$ cat src/rtl/kmeans_seq.sv
// kmeans_seq: control sequencer for an iterative k-means datapath (load, assign, update, check, output).
// Optional macro KMEANS_SEQ_EARLY_EXIT_EN stops iterating once an iteration changes no label.
module kmeans_seq #(
  parameter int N_PTS    = 64,
  parameter int K        = 4,
  parameter int MAX_ITER = 15
) (
  input  logic                     clk,
  input  logic                     rst,
  input  logic                     in_valid,
  output logic                     mem_we,
  output logic [$clog2(N_PTS)-1:0] mem_addr,
  output logic                     dist_start,
  input  logic                     dist_done,
  input  logic                     dist_chg,
  output logic                     acc_clr,
  output logic                     acc_en,
  output logic                     div_start,
  input  logic                     div_done,
  output logic [2:0]               ctr_idx,
  output logic                     ctr_we,
  output logic                     out_valid,
  output logic                     busy,
  output logic [3:0]               iter_cnt
);

  localparam int AW = $clog2(N_PTS);

`ifdef KMEANS_SEQ_EARLY_EXIT_EN
  localparam bit EARLY_EXIT = 1'b1;
`else
  localparam bit EARLY_EXIT = 1'b0;
`endif

  // ASSIGN and UPDATE are split into sub-states so every strobe is a plain register
  typedef enum logic [3:0] {
    S_IDLE, S_LOAD, S_A_CLR, S_A_WAIT, S_A_ACC,
    S_U_WAIT, S_U_WE, S_CHECK, S_OUT
  } state_t;

  state_t          state_q;
  logic [AW-1:0]   cnt_q;
  logic [2:0]      idx_q;
  logic [3:0]      iter_q;
  logic [3:0]      iter_d;
  logic            chg_q;
  logic            dist_start_q, acc_clr_q, acc_en_q, div_start_q, ctr_we_q, out_valid_q;
  logic            last_pt, last_ctr, exit_now;
  logic [4:0]      iter_inc;

  always_comb begin
    last_pt  = (cnt_q == AW'(N_PTS - 1));
    last_ctr = (idx_q == 3'(K - 1));
    iter_inc = {1'b0, iter_q} + 5'd1;
    iter_d   = (iter_q == 4'hF) ? iter_q : iter_inc[3:0];
    exit_now = (iter_inc == 5'(MAX_ITER)) || (EARLY_EXIT && !chg_q);
    // The first beat is written in the IDLE cycle itself, so the write enable is combinational
    mem_we   = in_valid && !rst && ((state_q == S_IDLE) || (state_q == S_LOAD));
  end

  always_ff @(posedge clk or posedge rst) begin
    if (rst) begin
      state_q      <= S_IDLE;
      cnt_q        <= '0;
      idx_q        <= '0;
      iter_q       <= '0;
      chg_q        <= 1'b0;
      dist_start_q <= 1'b0;
      acc_clr_q    <= 1'b0;
      acc_en_q     <= 1'b0;
      div_start_q  <= 1'b0;
      ctr_we_q     <= 1'b0;
      out_valid_q  <= 1'b0;
    end else begin
      acc_clr_q <= 1'b0;
      acc_en_q  <= 1'b0;
      ctr_we_q  <= 1'b0;
      case (state_q)
        S_IDLE: begin
          if (in_valid) begin
            state_q <= S_LOAD;
            cnt_q   <= AW'(1);
            iter_q  <= '0;
          end
        end
        S_LOAD: begin
          if (in_valid) begin
            if (last_pt) begin
              state_q   <= S_A_CLR;
              acc_clr_q <= 1'b1;
              chg_q     <= 1'b0;
              cnt_q     <= '0;
            end else begin
              cnt_q <= cnt_q + AW'(1);
            end
          end
        end
        S_A_CLR: begin
          state_q      <= S_A_WAIT;
          dist_start_q <= 1'b1;
        end
        S_A_WAIT: begin
          dist_start_q <= 1'b0;
          if (dist_done) begin
            state_q  <= S_A_ACC;
            acc_en_q <= 1'b1;
            chg_q    <= chg_q | dist_chg;
          end
        end
        S_A_ACC: begin
          if (last_pt) begin
            state_q     <= S_U_WAIT;
            div_start_q <= 1'b1;
            cnt_q       <= '0;
            idx_q       <= '0;
          end else begin
            state_q      <= S_A_WAIT;
            dist_start_q <= 1'b1;
            cnt_q        <= cnt_q + AW'(1);
          end
        end
        S_U_WAIT: begin
          div_start_q <= 1'b0;
          if (div_done) begin
            state_q  <= S_U_WE;
            ctr_we_q <= 1'b1;
          end
        end
        S_U_WE: begin
          if (last_ctr) begin
            state_q <= S_CHECK;
          end else begin
            state_q     <= S_U_WAIT;
            idx_q       <= idx_q + 3'd1;
            div_start_q <= 1'b1;
          end
        end
        S_CHECK: begin
          iter_q <= iter_d;
          idx_q  <= '0;
          if (exit_now) begin
            state_q     <= S_OUT;
            out_valid_q <= 1'b1;
          end else begin
            state_q   <= S_A_CLR;
            acc_clr_q <= 1'b1;
            chg_q     <= 1'b0;
          end
        end
        S_OUT: begin
          if (last_pt) begin
            state_q     <= S_IDLE;
            out_valid_q <= 1'b0;
            cnt_q       <= '0;
          end else begin
            cnt_q <= cnt_q + AW'(1);
          end
        end
        default: state_q <= S_IDLE;
      endcase
    end
  end

  assign mem_addr   = cnt_q;
  assign dist_start = dist_start_q;
  assign acc_clr    = acc_clr_q;
  assign acc_en     = acc_en_q;
  assign div_start  = div_start_q;
  assign ctr_idx    = idx_q;
  assign ctr_we     = ctr_we_q;
  assign out_valid  = out_valid_q;
  assign busy       = (state_q != S_IDLE);
  assign iter_cnt   = iter_q;

endmodule

$ cat config.mk
export PLATFORM = sky130hd
export DESIGN_NAME = kmeans_seq
export DESIGN_NICKNAME = d
export VERILOG_FILES = /design/src/rtl/kmeans_seq.sv
export SDC_FILE = /design/constraint.sdc
export NUM_CORES = 1
export LEC_CHECK = 0
export BUFFER_PORTS_ARGS = -buffer_cell sky130_fd_sc_hd__buf_2
export CORE_ASPECT_RATIO = 1.5
export CORE_MARGIN = 8
export CORE_UTILIZATION = 25
export DETAILED_ROUTE_END_ITERATION = 12
export HOLD_SLACK_MARGIN = 0.1
export PLACE_DENSITY_LB_ADDON = 0.25
export SYNTH_ARGS = -nofsm -noshare
export SYNTH_HDL_FRONTEND = slang
export SYNTH_SLANG_ARGS = --single-unit
$ cat constraint.sdc
create_clock -name clk -period 2 [get_ports clk]
set_input_delay 0.4 -clock clk [delete_from_list [all_inputs] [get_ports clk]]
set_output_delay 0.4 -clock clk [all_outputs]
set_load 0.005 [all_outputs]
==> out/metrics.csv <==
stage,metric,value,unit
setup_path,RR Endpoint,mem_addr[0],
setup_path,CP Launch Type,register,
die,width of the die,76.4,µm
finish,"most common cell after layout, fill and taps aside",buf_2,
job,Max Cap Violations,0,
setup_path,"Max FO, Critical Path",11,
setup_path,"critical path, cell by cell","nor2_1, nand2_1, buf_2",
sta,Final Hold Vio Count,0,
finish,layout cells sized above 1,21.9,%
sta,ratio of final minimum period to clock period,89.2,%
global_routing,first-pass GRT wire length,6490,µm
finish,# diodes,0,
global_routing,GRT overflow,0,
setup_path,crit path DAT,1380,ps
logic_synthesis,Syn. warnings,0,
logic_synthesis,Post-Syn Area,1370,µm²
finish,Layout area overhead,20.1,%
sta,RSZ-0062 raised after global routing,false,
drt,final wirelength,3590,µm
die,die area,8140,µm²
clock_tree,CTS buffer count,3,
logic_synthesis,Netlist cell types,43,
global_routing,largest net degree at the start of global routing,24,
place,pre-CTS setup slack,322,ps
drt,vias per cell,4.97,
drt,DR vias,1232,
place,RD Place Congestion,0.760,
logic_synthesis,Synth Register Bits,23,
setup_path,RR Startpoint,state_q[3],
logic_synthesis,"Seq/Total Area, Yosys",42.1,%
power,Max IR drop VDD,0.418,mV
setup_path,CP max stage delay,510,ps
setup_path,"Max stage delay cell, worst path",dfrtp_1,
logic_synthesis,Mapped Nets,160,
setup_path,FF-to-FF setup slack,310,ps
sta,Clock Skew,6.94,ps
finish,fin nets,190,
clock_tree,clock sinks,23,
logic_synthesis,Avg Inst Size Synth,9.18,µm²
drt,DRC violations left,0,
die,IO Pins,27,
clock_tree,worst skew pair latency,270,ps
logic_synthesis,Post-Synthesis Cells,149,
sta,Fmax achieved,0.561,GHz
sta,Tmin final,1780,ps
min_path,Hold Crit Class,input port to async pin,
sta,Rel. slew slack,74.4,%
power,power density over cell area,1240,nW/µm²
setup_path,R2R depth,4,
global_routing,Tot GR Track Use,9.63,%
logic_synthesis,ys flop type,dfrtp_1,
clock_tree,root buffer cell,clkbuf_8,
drt,Detailed Route Iter0 Violations,43,
setup_path,Worst Setup End Kind,output port,
finish,most frequent cells in the layout,"buf_2, dfrtp_1, nand2_1, nand3_1",
outcome,outcome,"finished, final reports clean",
die,Initial Util,25.5,%
clock_tree,H-tree levels,1,
sta,# setup viols final,0,
sta,"Slew Viols, Final",0,
global_routing,initial antenna violation count,0,
power,Leakage,0.779,nW
place,I/O Buffers,25,
setup_path,Worst EP required,1600,ps
sta,setup slack after layout,217,ps
drt,ANT nets after route,0,
die,core area,5370,µm²
clock_tree,largest buffer count on any clock path,2,
setup_path,crit path launch,state_q[0],
drt,routed len/inst,14.5,µm
die,row count,33,
die,Die Y,107,µm
clock_tree,CTS tree,done,
global_routing,vias in the first global route,1340,
place,DP Wirelength,2800,µm
logic_synthesis,number of flops mapped to enable cells by yosys,0,
setup_path,Crit Path Class,register to output port,
drt,drt first pass iters,4,
clock_tree,"Clk pin slew, worst setup/hold paths",90,ps
sta,total negative slack,0,ps
logic_synthesis,Post-synth ARST share,100,%
sta,Worst-Margin Slew,383,ps
==> cell usage after synthesis, drive strengths merged, types with 4 or more instances <==
cell,instances,area [µm²]
a21oi,8,40.0
dfrtp,23,576
ha,5,62.6
inv,8,30.0
nand2,11,41.3
nand2b,6,45.0
nand3,10,50.1
nor2,8,30.0
nor2b,4,25.0
nor3,5,25.0
o211ai,5,37.5
o21ai,8,40.0
==> state kept, by name (all words and copies together), names as in the netlist <==
name and flops:
div_start 1, acc_clr 1, mem_addr 6, ctr_we 1
ctr_idx 3, out_valid 1, iter_cnt 4, dist_start 1
state_q 4, acc_en 1
==> logic make-up (layout without fill, tap and decap cells) <==
group,after synthesis,after routing,synth area share (%)
AND/OR/NAND/NOR,53,53,20.5
AO/OA/AOI/OAI,46,46,23.0
flip-flops,23,23,42.1
buffers and inverters,14,43,4.12
adder cells (fa/ha/maj),5,5,4.57
multiplexers,5,5,3.84
XOR/XNOR,3,3,1.92
==> through the flow <==
stage,utilization (%),hold WS [ps],total power [mW],cells,instance area [µm²]
6_report,30.6,167,2.04,248,1640
5_1_grt,30.6,209,2.28,248,1640
4_1_cts,30.6,177,2.07,248,1640
3_5_place_dp,29.7,480,1.76,244,1600
3_3_place_gp,29.7,480,1.75,244,1600
2_1_floorplan,-,402,1.40,149,1370
==> final cells by class <==
cell class / instances / area (µm²)
Fill cell: 602 / 3720
Inverter: 9 / 33.8
Timing Repair Buffer: 30 / 163
Multi-Input combinational cell: 112 / 738
Tap cell: 70 / 87.6
Sequential cell: 23 / 576
Clock buffer: 4 / 45.0
==> routing by layer <==
| metal | routed length, µm | share of wire (%) | GRT usage (%) | vias up |
|---|---|---|---|---|
| met1 | 1510 | 42 | 10.9 | 590 |
| met4 | 112 | 3.1 | 4.56 | 0 |
| met3 | 154 | 4.3 | 2.51 | 9 |
| li1 | - | - | - | 606 |
| met5 | 0 | 0 | 0 | - |
| met2 | 1810 | 50 | 16.5 | 27 |
==> worst max-delay path, delay by kind of cell, from the launching register on <==
kind	cells	cell delay, ps
buffers and inverters	1	140
flip-flops	1	510
AND/OR/NAND/NOR	2	450
==> repair_timing <==
action,CTS,global route
gates resized for setup,0,1
setup buffers,0,0
hold buffers,0,0
endpoints found under the setup margin,0,1
==> worst max-delay path by stage <==
| stage | slack (ps) | depth (start not counted) | end |
|---|---|---|---|
| floorplan | 480 | 5 | mem_addr[0] |
| global placement | 330 | 5 | mem_addr[0] |
| detailed placement | 320 | 5 | mem_addr[0] |
| CTS | 110 | 4 | mem_we |
| global route | 50 | 4 | mem_we |
| finish | 220 | 3 | busy |
==> where the power goes <==
group	total [mW]	internal, mW	switching, mW
sequential	0.802	0.613	0.190
clock	0.302	0.143	0.159
combinational	0.935	0.432	0.502
Note: power is estimated with default switching activity, not from simulation.
